--- src/rtl/decode_stage_pkg.sv ---
// Shared RV32I decode definitions: opcode map, immediate formats and the
// per-opcode control summary used by the ID stage.
package core_pkg;

    localparam logic [6:0] OP     = 7'b0110011;
    localparam logic [6:0] OP_IMM = 7'b0010011;
    localparam logic [6:0] LOAD   = 7'b0000011;
    localparam logic [6:0] STORE  = 7'b0100011;
    localparam logic [6:0] BRANCH = 7'b1100011;
    localparam logic [6:0] JAL    = 7'b1101111;
    localparam logic [6:0] JALR   = 7'b1100111;
    localparam logic [6:0] LUI    = 7'b0110111;
    localparam logic [6:0] AUIPC  = 7'b0010111;

    typedef enum logic [2:0] {
        IMM_I    = 3'd0,
        IMM_S    = 3'd1,
        IMM_B    = 3'd2,
        IMM_U    = 3'd3,
        IMM_J    = 3'd4,
        IMM_NONE = 3'd5
    } imm_type_t;

    typedef struct packed {
        imm_type_t imm_type;
        logic      uses_rs1;
        logic      uses_rs2;
        logic      writes_rd;
        logic      is_load;
    } ctrl_t;

    // writes_rd ignores rd == x0; the stage qualifies it with the rd field.
    function automatic ctrl_t decode_ctrl(input logic [6:0] opcode);
        ctrl_t c;
        c = '{imm_type: IMM_NONE, uses_rs1: 1'b0, uses_rs2: 1'b0,
              writes_rd: 1'b0, is_load: 1'b0};
        case (opcode)
            OP:      c = '{imm_type: IMM_NONE, uses_rs1: 1'b1, uses_rs2: 1'b1,
                           writes_rd: 1'b1, is_load: 1'b0};
            OP_IMM:  c = '{imm_type: IMM_I, uses_rs1: 1'b1, uses_rs2: 1'b0,
                           writes_rd: 1'b1, is_load: 1'b0};
            LOAD:    c = '{imm_type: IMM_I, uses_rs1: 1'b1, uses_rs2: 1'b0,
                           writes_rd: 1'b1, is_load: 1'b1};
            STORE:   c = '{imm_type: IMM_S, uses_rs1: 1'b1, uses_rs2: 1'b1,
                           writes_rd: 1'b0, is_load: 1'b0};
            BRANCH:  c = '{imm_type: IMM_B, uses_rs1: 1'b1, uses_rs2: 1'b1,
                           writes_rd: 1'b0, is_load: 1'b0};
            JAL:     c = '{imm_type: IMM_J, uses_rs1: 1'b0, uses_rs2: 1'b0,
                           writes_rd: 1'b1, is_load: 1'b0};
            JALR:    c = '{imm_type: IMM_I, uses_rs1: 1'b1, uses_rs2: 1'b0,
                           writes_rd: 1'b1, is_load: 1'b0};
            LUI:     c = '{imm_type: IMM_U, uses_rs1: 1'b0, uses_rs2: 1'b0,
                           writes_rd: 1'b1, is_load: 1'b0};
            AUIPC:   c = '{imm_type: IMM_U, uses_rs1: 1'b0, uses_rs2: 1'b0,
                           writes_rd: 1'b1, is_load: 1'b0};
            default: c = '{imm_type: IMM_NONE, uses_rs1: 1'b0, uses_rs2: 1'b0,
                           writes_rd: 1'b0, is_load: 1'b0};
        endcase
        return c;
    endfunction

endpackage

--- src/rtl/decode_stage_if.sv ---
// ID/EX boundary: the registered decode bundle towards execute plus the
// execute-side back-pressure and squash controls.
interface decode_stage_if #(
    parameter int WIDTH     = 32,
    parameter int REGISTERS = 32
);
    localparam int AW = $clog2(REGISTERS);

    logic             ex_valid;
    logic [WIDTH-1:0] ex_pc;
    logic [WIDTH-1:0] ex_rs1_val;
    logic [WIDTH-1:0] ex_rs2_val;
    logic [WIDTH-1:0] ex_imm;
    logic [AW-1:0]    ex_rs1;
    logic [AW-1:0]    ex_rs2;
    logic [AW-1:0]    ex_rd;
    logic [6:0]       ex_opcode;
    logic [2:0]       ex_funct3;
    logic             ex_funct7b5;
    logic             ex_is_load;
    logic             ex_reg_write;
    logic             ex_stall;
    logic             flush;

    modport master (
        output ex_valid, ex_pc, ex_rs1_val, ex_rs2_val, ex_imm,
               ex_rs1, ex_rs2, ex_rd, ex_opcode, ex_funct3, ex_funct7b5,
               ex_is_load, ex_reg_write,
        input  ex_stall, flush
    );

    modport slave (
        input  ex_valid, ex_pc, ex_rs1_val, ex_rs2_val, ex_imm,
               ex_rs1, ex_rs2, ex_rd, ex_opcode, ex_funct3, ex_funct7b5,
               ex_is_load, ex_reg_write,
        output ex_stall, flush
    );

endinterface

--- src/rtl/decode_stage_imm_gen.sv ---
// Combinational RV32I immediate builder; opcode bits are not needed, so only
// instr[31:7] enters.
module imm_gen
    import core_pkg::*;
#(
    parameter int WIDTH = 32
) (
    input  logic [31:7]      instr_i,
    input  imm_type_t        imm_type_i,
    output logic [WIDTH-1:0] imm_o
);

    logic [31:0] imm32_s;

    // Assemble the 32-bit immediate for the selected format.
    always_comb begin
        imm32_s = 32'h0000_0000;
        case (imm_type_i)
            IMM_I:   imm32_s = {{20{instr_i[31]}}, instr_i[31:20]};
            IMM_S:   imm32_s = {{20{instr_i[31]}}, instr_i[31:25], instr_i[11:7]};
            IMM_B:   imm32_s = {{19{instr_i[31]}}, instr_i[31], instr_i[7],
                                instr_i[30:25], instr_i[11:8], 1'b0};
            IMM_U:   imm32_s = {instr_i[31:12], 12'h000};
            IMM_J:   imm32_s = {{11{instr_i[31]}}, instr_i[31], instr_i[19:12],
                                instr_i[20], instr_i[30:21], 1'b0};
            default: imm32_s = 32'h0000_0000;
        endcase
    end

    assign imm_o = WIDTH'($signed(imm32_s));

endmodule

--- src/rtl/decode_stage.sv ---
// RV32I ID stage: register-file addressing with same-cycle writeback bypass,
// field/immediate decode, load-use detection and the ID/EX pipeline register.
module decode_stage
    import core_pkg::*;
#(
    parameter int WIDTH     = 32,
    parameter int REGISTERS = 32,
    localparam int AW       = $clog2(REGISTERS)
) (
    input  logic             clk,
    input  logic             reset,
    input  logic             if_valid,
    input  logic [31:0]      if_instr,
    input  logic [WIDTH-1:0] if_pc,
    output logic [AW-1:0]    rf_a1,
    output logic [AW-1:0]    rf_a2,
    input  logic [WIDTH-1:0] rf_rd1,
    input  logic [WIDTH-1:0] rf_rd2,
    input  logic             wb_we,
    input  logic [AW-1:0]    wb_rd,
    input  logic [WIDTH-1:0] wb_data,
    output logic             id_stall,
    decode_stage_if.master   ex_if
);

    typedef struct packed {
        logic             valid;
        logic [WIDTH-1:0] pc;
        logic [WIDTH-1:0] rs1_val;
        logic [WIDTH-1:0] rs2_val;
        logic [WIDTH-1:0] imm;
        logic [AW-1:0]    rs1;
        logic [AW-1:0]    rs2;
        logic [AW-1:0]    rd;
        logic [6:0]       opcode;
        logic [2:0]       funct3;
        logic             funct7b5;
        logic             is_load;
        logic             reg_write;
    } idex_t;

    idex_t            idex_q;
    idex_t            idex_d;
    ctrl_t            ctrl_s;
    logic [6:0]       opcode_s;
    logic [AW-1:0]    rs1_s;
    logic [AW-1:0]    rs2_s;
    logic [AW-1:0]    rd_s;
    logic [WIDTH-1:0] imm_s;
    logic [WIDTH-1:0] op1_s;
    logic [WIDTH-1:0] op2_s;
    logic             load_use_s;

    // The register file writes on the edge, so a same-cycle writeback must be
    // taken from the bypass; x0 always reads zero, even when written.
    function automatic logic [WIDTH-1:0] operand(
        input logic [AW-1:0]    idx,
        input logic [WIDTH-1:0] rf_val,
        input logic             we,
        input logic [AW-1:0]    wrd,
        input logic [WIDTH-1:0] wdata
    );
        logic [WIDTH-1:0] v;
        if (idx == '0) begin
            v = '0;
        end else if (we && (wrd == idx)) begin
            v = wdata;
        end else begin
            v = rf_val;
        end
        return v;
    endfunction

    assign opcode_s = if_instr[6:0];
    assign rs1_s    = AW'(if_instr[19:15]);
    assign rs2_s    = AW'(if_instr[24:20]);
    assign rd_s     = AW'(if_instr[11:7]);
    assign ctrl_s   = decode_ctrl(opcode_s);
    assign rf_a1    = rs1_s;
    assign rf_a2    = rs2_s;
    assign op1_s    = operand(rs1_s, rf_rd1, wb_we, wb_rd, wb_data);
    assign op2_s    = operand(rs2_s, rf_rd2, wb_we, wb_rd, wb_data);

    imm_gen #(.WIDTH(WIDTH)) u_imm_gen (
        .instr_i    (if_instr[31:7]),
        .imm_type_i (ctrl_s.imm_type),
        .imm_o      (imm_s)
    );

    assign load_use_s = if_valid && idex_q.valid && idex_q.is_load &&
                        (idex_q.rd != '0) &&
                        ((ctrl_s.uses_rs1 && (rs1_s == idex_q.rd)) ||
                         (ctrl_s.uses_rs2 && (rs2_s == idex_q.rd)));

    // A flush squashes the ID instruction, so IF/ID is free to move even if EX stalls.
    assign id_stall = !ex_if.flush && (ex_if.ex_stall || load_use_s);

    // Next ID/EX contents: flush > EX hold > load-use bubble > decoded instruction.
    always_comb begin
        idex_d = idex_q;
        if (ex_if.flush) begin
            idex_d = '0;
        end else if (ex_if.ex_stall) begin
            idex_d = idex_q;
        end else if (load_use_s) begin
            idex_d = '0;
        end else begin
            idex_d.valid     = if_valid;
            idex_d.pc        = if_pc;
            idex_d.rs1_val   = op1_s;
            idex_d.rs2_val   = op2_s;
            idex_d.imm       = imm_s;
            idex_d.rs1       = rs1_s;
            idex_d.rs2       = rs2_s;
            idex_d.rd        = rd_s;
            idex_d.opcode    = opcode_s;
            idex_d.funct3    = if_instr[14:12];
            idex_d.funct7b5  = if_instr[30];
            idex_d.is_load   = if_valid && ctrl_s.is_load;
            idex_d.reg_write = if_valid && ctrl_s.writes_rd && (rd_s != '0);
        end
    end

    // ID/EX pipeline register.
    always_ff @(posedge clk) begin
        if (reset) begin
            idex_q <= '0;
        end else begin
            idex_q <= idex_d;
        end
    end

    assign ex_if.ex_valid     = idex_q.valid;
    assign ex_if.ex_pc        = idex_q.pc;
    assign ex_if.ex_rs1_val   = idex_q.rs1_val;
    assign ex_if.ex_rs2_val   = idex_q.rs2_val;
    assign ex_if.ex_imm       = idex_q.imm;
    assign ex_if.ex_rs1       = idex_q.rs1;
    assign ex_if.ex_rs2       = idex_q.rs2;
    assign ex_if.ex_rd        = idex_q.rd;
    assign ex_if.ex_opcode    = idex_q.opcode;
    assign ex_if.ex_funct3    = idex_q.funct3;
    assign ex_if.ex_funct7b5  = idex_q.funct7b5;
    assign ex_if.ex_is_load   = idex_q.is_load;
    assign ex_if.ex_reg_write = idex_q.reg_write;

endmodule

--- src/flat_wrapper.sv ---
// flat-port wrapper written by rule: the top's interface ports become plain ports
module decode_stage_flat import core_pkg::*;
#(
    parameter int WIDTH     = 32,
    parameter int REGISTERS = 32,
    localparam int AW       = $clog2(REGISTERS)
)
  (clk, reset, if_valid, if_instr, if_pc, rf_a1, rf_a2, rf_rd1, rf_rd2, wb_we, wb_rd, wb_data, id_stall, ex_if_ex_valid, ex_if_ex_pc, ex_if_ex_rs1_val, ex_if_ex_rs2_val, ex_if_ex_imm, ex_if_ex_rs1, ex_if_ex_rs2, ex_if_ex_rd, ex_if_ex_opcode, ex_if_ex_funct3, ex_if_ex_funct7b5, ex_if_ex_is_load, ex_if_ex_reg_write, ex_if_ex_stall, ex_if_flush);
  decode_stage_if #(.WIDTH(WIDTH), .REGISTERS(REGISTERS)) ex_if_i ();
  input  logic clk;
  input  logic reset;
  input  logic if_valid;
  input  logic [31:0] if_instr;
  input  logic [WIDTH-1:0] if_pc;
  output logic [AW-1:0] rf_a1;
  output logic [AW-1:0] rf_a2;
  input  logic [WIDTH-1:0] rf_rd1;
  input  logic [WIDTH-1:0] rf_rd2;
  input  logic wb_we;
  input  logic [AW-1:0] wb_rd;
  input  logic [WIDTH-1:0] wb_data;
  output logic id_stall;
  output wire logic [$bits(ex_if_i.ex_valid)-1:0] ex_if_ex_valid;
  output wire logic [$bits(ex_if_i.ex_pc)-1:0] ex_if_ex_pc;
  output wire logic [$bits(ex_if_i.ex_rs1_val)-1:0] ex_if_ex_rs1_val;
  output wire logic [$bits(ex_if_i.ex_rs2_val)-1:0] ex_if_ex_rs2_val;
  output wire logic [$bits(ex_if_i.ex_imm)-1:0] ex_if_ex_imm;
  output wire logic [$bits(ex_if_i.ex_rs1)-1:0] ex_if_ex_rs1;
  output wire logic [$bits(ex_if_i.ex_rs2)-1:0] ex_if_ex_rs2;
  output wire logic [$bits(ex_if_i.ex_rd)-1:0] ex_if_ex_rd;
  output wire logic [$bits(ex_if_i.ex_opcode)-1:0] ex_if_ex_opcode;
  output wire logic [$bits(ex_if_i.ex_funct3)-1:0] ex_if_ex_funct3;
  output wire logic [$bits(ex_if_i.ex_funct7b5)-1:0] ex_if_ex_funct7b5;
  output wire logic [$bits(ex_if_i.ex_is_load)-1:0] ex_if_ex_is_load;
  output wire logic [$bits(ex_if_i.ex_reg_write)-1:0] ex_if_ex_reg_write;
  input wire logic [$bits(ex_if_i.ex_stall)-1:0] ex_if_ex_stall;
  input wire logic [$bits(ex_if_i.flush)-1:0] ex_if_flush;
  assign ex_if_ex_valid = ex_if_i.ex_valid;
  assign ex_if_ex_pc = ex_if_i.ex_pc;
  assign ex_if_ex_rs1_val = ex_if_i.ex_rs1_val;
  assign ex_if_ex_rs2_val = ex_if_i.ex_rs2_val;
  assign ex_if_ex_imm = ex_if_i.ex_imm;
  assign ex_if_ex_rs1 = ex_if_i.ex_rs1;
  assign ex_if_ex_rs2 = ex_if_i.ex_rs2;
  assign ex_if_ex_rd = ex_if_i.ex_rd;
  assign ex_if_ex_opcode = ex_if_i.ex_opcode;
  assign ex_if_ex_funct3 = ex_if_i.ex_funct3;
  assign ex_if_ex_funct7b5 = ex_if_i.ex_funct7b5;
  assign ex_if_ex_is_load = ex_if_i.ex_is_load;
  assign ex_if_ex_reg_write = ex_if_i.ex_reg_write;
  assign ex_if_i.ex_stall = ex_if_ex_stall;
  assign ex_if_i.flush = ex_if_flush;
  decode_stage #(.WIDTH(WIDTH), .REGISTERS(REGISTERS)) u_core (.clk(clk), .reset(reset), .if_valid(if_valid), .if_instr(if_instr), .if_pc(if_pc), .rf_a1(rf_a1), .rf_a2(rf_a2), .rf_rd1(rf_rd1), .rf_rd2(rf_rd2), .wb_we(wb_we), .wb_rd(wb_rd), .wb_data(wb_data), .id_stall(id_stall), .ex_if(ex_if_i));
endmodule
--- config.mk ---
export PLATFORM = sky130hd
export DESIGN_NAME = decode_stage_flat
export DESIGN_NICKNAME = d
export VERILOG_FILES = /design/src/rtl/decode_stage_pkg.sv /design/src/rtl/decode_stage_if.sv /design/src/rtl/decode_stage_imm_gen.sv /design/src/rtl/decode_stage.sv /design/src/flat_wrapper.sv
export SDC_FILE = /design/constraint.sdc
export NUM_CORES = 1
export LEC_CHECK = 0
export BUFFER_PORTS_ARGS = -buffer_cell sky130_fd_sc_hd__buf_4
export CAP_MARGIN = 20
export CORE_AREA = 8 8 162 103
export CTS_BUF_LIST = sky130_fd_sc_hd__clkbuf_4 sky130_fd_sc_hd__clkbuf_8
export CTS_CLUSTER_DIAMETER = 30
export DETAILED_ROUTE_END_ITERATION = 16
export DIE_AREA = 0 0 170 111
export PLACE_DENSITY = 0.88
export SYNTH_ARGS = -nofsm -noshare
export SYNTH_HDL_FRONTEND = slang
export SYNTH_SLANG_ARGS = --single-unit
--- constraint.sdc ---
create_clock -name clk -period 2.13 [get_ports clk]
set_input_delay 0.426 -clock clk [delete_from_list [all_inputs] [get_ports clk]]
set_output_delay 0.426 -clock clk [all_outputs]
set_load 0.02 [all_outputs]
# After elaboration in Yosys (flattened, before gate mapping)
# Index checks and enable logic that the tools add are counted.
[totals]
wordCells = 60
n_memories = 0
latchBits = 0
ram_bits = 0
rom_bits = 0
regBits = 157
[op_classes]
n_mux = 7
n_reduce_logical = 23
n_eq_ne = 17
n_shift = 0
div_mod_pow = 0
bitwise_logic = 0
add_sub_neg = 0
magnitude_cmp = 0
mul = 0
[op_table]
columns = ["cell", "count"]
rows = [
  ["$pmux W32 S5", 1],
  ["$mux W157", 1],
  ["$mux W32", 4],
  ["$pmux W7 S7", 1],
  ["$eq A7 B6 Y1 const B", 3],
  ["$eq A7 B7 Y1 const B", 3],
  ["$eq A5 B5 Y1", 4],
  ["$eq A7 B5 Y1 const B", 2],
  ["$logic_and A1 B1 Y1", 12],
  ["$logic_not A5 Y1", 2],
  ["$reduce_bool A5 Y1", 2],
  ["$eq A7 B2 Y1 const B", 1],
  ["$eq A3 B2 Y1 const B", 2],
  ["$reduce_or A2 Y1", 3],
  ["$eq A3 B1 Y1 const B", 1],
  ["$eq A3 B3 Y1 const B", 1],
  ["$logic_not A3 Y1", 1],
  ["$logic_or A1 B1 Y1", 2],
  ["$logic_not A1 Y1", 1],
]

# Depth between registers and ports, before layout
[logic_depth]
depth_word = 8
ltp_mapped = 9

# Cells and area by module
# From an unflattened synthesis, not the netlist that was laid out.
[unflattened]
hier_cells = 771
hier_area_um2 = 6929.1
[by_module_without_submodules]
columns = ["module", "area_per_inst_um2", "cells_each", "n_inst"]
rows = [
  ["decode_stage", 6388.6, 677, 1],
  ["imm_gen", 540.5, 94, 1],
]

# Worst setup path after synthesis
# OpenSTA, ideal clock, no wires.
[synth_timing]
kind = "input to output"
start = "in if_instr[3]"
end = "out id_stall"
arrival_time_ps = 1770
path_stages = 7
path_slack_ps = -66
required_ps = 1704
n_path_buf = 2
path_cell_list = "buf_2 and3b_1 nand4_2 o22ai_2 a21oi_2 buf_2 nor2_1"
[synth_between]
elab_chain_cells = 8
word_cells_on_any_way = 18
[synth_lines]
columns = ["item", "line", "text"]
rows = [
  ["from (decl)", "flat_wrapper.sv:13", "input logic [31:0] if_instr;"],
  ["$eq A7 B6 Y1, or another cell as far along", "decode_stage_pkg.sv:37", "case (opcode)"],
  ["$reduce_or A2 Y1 (no source line)", "--", ""],
  ["$pmux W7 S7 *", "decode_stage_pkg.sv:37", ""],
  ["$logic_and A1 B1 Y1 (on tied branches)", "decode_stage.sv:92, decode_stage.sv:93", ""],
  ["$logic_or A1 B1 Y1 *", "decode_stage.sv:92", "((ctrl_s.uses_rs1 && (rs1_s == idex_q.rd)) ||"],
  ["$logic_and A1 B1 Y1 *", "decode_stage.sv:91", "(idex_q.rd != '0) &&"],
  ["$logic_or A1 B1 Y1 *", "decode_stage.sv:96", "assign id_stall = !ex_if.flush && (ex_if.ex_stall || load_use_s);"],
  ["$logic_and A1 B1 Y1 *", "decode_stage.sv:96", ""],
  ["to (decl)", "flat_wrapper.sv:22", "output logic id_stall;"],
]
# Mark *: on every way between the ends. The rest lies on a longest branch, timed or not.

# Final worst setup path
[layout_timing]
start = "reg u_core.idex_q (netlist bit u_core.ex_if.ex_rd[2])"
end = "out id_stall"
[layout_between]
elab_chain_cells = 6
word_cells_on_any_way = 10
[layout_lines]
columns = ["item", "line", "text"]
rows = [
  ["from (decl)", "decode_stage.sv:42", "idex_t idex_q;"],
  ["from (signal assigned)", "decode_stage.sv:129", "idex_q <= idex_d;"],
  ["$eq A5 B5 Y1 (on tied branches)", "decode_stage.sv:92, decode_stage.sv:93", ""],
  ["$logic_and A1 B1 Y1 (on tied branches)", "decode_stage.sv:92, decode_stage.sv:93", ""],
  ["$logic_or A1 B1 Y1", "decode_stage.sv:92", ""],
  ["$logic_and A1 B1 Y1 *", "decode_stage.sv:91", ""],
  ["$logic_or A1 B1 Y1 *", "decode_stage.sv:96", ""],
  ["$logic_and A1 B1 Y1 *", "decode_stage.sv:96", ""],
]
# Marked as above.

==> metrics.yaml <==
synthFlopType: "dfxtp_1"
max_freq_mhz: 449.4
ir_worst_vdd_mv: 0.3500
placed_cell_area_sq_um: 9265
cts_tree: "yes"
hold_path.class: "in -> reg"
vias: 6584
dp_cells: 1188
finalInstanceArea_sq_um: 9834
r2r_slack_ns: 0.28
ant_nets: 0
hold_viol: 0
viasPerCell: 5.366
cp_slowest_cell: "dfxtp_4"
criticalPathCategory: "reg -> out"
synth-compound-area-share: 0.2127
synth_top_area_cell: "dfxtp_1"
violations: "setup timing"
root_buffer: "clkbuf_8"
slew_headroom: 0.5663
die_area_sq_um: 18870
powerDensity_nw_per_um2: 633.8
synth_xor_area_frac: 0.02683
io_buffers: 338
synth-async-reset-ratio: 0
layout_common_cells: "buf_4 (359), dfxtp_1 (152), nand2_1 (76)"
synth_top_area_frac: 0.4814
cts_made_buffers: 17
synthCells: 693
worst_pin_slew_ns: 0.6505
drive_gt1_frac: 0.4197
finalWirelength_um: 24620
synth_top_family_by_area: "compound AO/OA/AOI/OAI gates"
core_sq_um: 14210
synth.area.top_cells: "dfxtp_1 (48%), mux2i_1 (10%), a22oi_1 (6.7%), a22o_1 (4.7%), o21ai_0 (4.7%)"
fin_tns_setup_ns: -0.09510
yosys_warnings: 0
avgSynthCellArea_sq_um: 9.421
syn_area_sq_um: 6529
hold_depth: 2
routedWlPerCell_um: 20.06
routabilityCongestion: 0.8898
groute.layer.met2.usage: 0.4141
critPathMaxFanout: 4
cp.required_ns: 1.70
fin_crit_ns: 2.225
cts_sinks: 157
drc: 0
cts_max_level: 4
nets: 1185
rsz0062_at_grt: "yes"
crit_path_start_kind: "flop"
drt_iter0_markers: 638
worstReg2RegEnd: "u_core.ex_if.ex_funct3[2]"
timing.rr.start: "u_core.ex_if.ex_rd[2]"
holdPathEnd: "u_core.ex_if.ex_imm[6]"
grtUsageMet3: 0.08499
initial_utilization: 0.4595
leakage_nw: 4.438
crit_arrival_ns: 1.80
grt_max_degree: 96
synth_cell_type_count: 46
synthesis.nets: 864
slowest_delay_ns: 0.38
hpwl_um: 18790
setup_viol: 1
cts_buffer_depth: 2
fin_crit_sh: 1.045
synth-edff-count: 0
firstDrtPassIters: 5
instances_no_fill: 1227
yosys.area_share.simple: 0.1230
antenna_found_initial: 1
use_met1: 0.2927
die_h_um: 111
rr_worst_depth: 8
cp-end-kind: "output port"
grt_pass1_vias: 6476
track_usage: 0.2454
final_common_cell: "buf_4"
max_cap_violations: 0
status: "complete, but fails checks"
critical_path.cell_chain: "xnor2_2, nand4_1, o22ai_4, a21oi_4, nor2_2, buf_6"
muxShareOfSynthArea: 0.1027
synth_seq_cells: 157
fin_ws_ns: -0.09510
ctsHoldBuffers: 0
die_w_um: 170
io_pins: 339
hp-start: "if_instr[26]"
syn_to_final_growth_pct: 50.63
path_clk_slew_ns: 0.10
grt_overflow: 0
postLayoutCoreUtil: 0.6921
finalMaxSlewViolations: 0
clock_latency_ns: 0.44
synth_fa_ha_area_frac: 0
rows: 34
clock_skew_ns: 0.01580
busiest_layer: "met2"
grt_pass1_wl_um: 36730
ys_seq_area_frac: 0.4814
-- Yosys cell counts, types with 4 or more instances --
cell type / count
a21o_1: 20
nor3_1: 4
nand2_1: 76
clkbuf_1: 29
nor2_1: 70
nand3_1: 8
dfxtp_1: 157
a22o_1: 35
xnor2_1: 12
a21oi_1: 9
o21ai_0: 61
buf_4: 13
o21ai_1: 5
buf_2: 17
a22oi_1: 58
xor2_1: 8
mux2i_1: 67
-- flip-flops by register name, summed over array words and instances, names as in the netlist --
register                   count
u_core.ex_if.ex_reg_write      1
u_core.ex_if.ex_pc            32
u_core.ex_if.ex_is_load        1
u_core.ex_if.ex_funct7b5       1
u_core.ex_if.ex_rd             5
u_core.ex_if.ex_valid          1
u_core.ex_if.ex_rs1_val       32
u_core.ex_if.ex_opcode         7
u_core.ex_if.ex_funct3         3
u_core.ex_if.ex_rs2_val       32
u_core.ex_if.ex_imm           32
u_core.ex_if.ex_rs1            5
u_core.ex_if.ex_rs2            5
-- layer usage --
| layer | part of all wire | wire length [um] |
|---|---|---|
| met2 | 0.50 | 12230 |
| met3 | 0.094 | 2309 |
| met4 | 0.013 | 324 |
| met5 | 0 | 0 |
| met1 | 0.40 | 9755 |
-- how the worst max path moves through the flow --
stage | startpoint | end | slack [ns]
2_1_floorplan | if_instr[3] | id_stall | 0.02
3_3_place_gp | if_instr[3] | u_core.ex_if.ex_pc[14] | 0.04
3_5_place_dp | if_instr[3] | u_core.ex_if.ex_pc[10] | -0.006
4_1_cts | u_core.ex_if.ex_rd[4] | id_stall | -0.04
5_1_grt | if_instr[4] | id_stall | -0.18
6_report | u_core.ex_if.ex_rd[2] | id_stall | -0.1
-- stage by stage --
step	power [mW]	setup WS, ns	hold slack [ns]
finish	6.233	-0.09510	0.2008
global route	6.477	-0.1837	0.1808
CTS	6.240	-0.03958	0.1854
detailed placement	4.075	-0.006125	0.4434
global placement	4.057	0.04259	0.4344
floorplan	3.550	0.02242	0.5264
-- critical path, delay by kind of cell, from the launching register on --
| kind | cells | cell delay (ns) |
|---|---|---|
| xor+xnor | 1 | 0.17 |
| buf+inv | 1 | 0.13 |
| flops | 1 | 0.38 |
| simple gates | 2 | 0.35 |
| compound gates | 2 | 0.35 |
-- logic make-up after synthesis --
group,Yosys count
compound gates,199
xor+xnor,20
buf+inv,68
flops,157
mux,67
simple gates,182
-- report_power, final --
| group | leakage, nW | switching (mW) | internal (mW) |
|---|---|---|---|
| clock | 0.201 | 1.20 | 0.998 |
| combinational | 2.96 | 0.502 | 0.484 |
| sequential | 1.28 | 0.0474 | 3.01 |
-- what timing repair did --
action,CTS,global route
setup endpoints to repair,1,1
gates resized for setup,15,11
buffers inserted,1,4
pin swaps,4,9
-- layout make-up --
class,instances,area [sq um]
Fill cell,1132,4374
Timing Repair Buffer,367,2846
Tap cell,198,247.7
Clock buffer,19,255.2
Sequential cell,157,3162
Antenna cell,2,5.005
Clock inverter,13,130.1
Inverter,3,11.26
Multi-Input combinational cell,468,3177
Note: power is estimated with default switching activity, not from simulation.
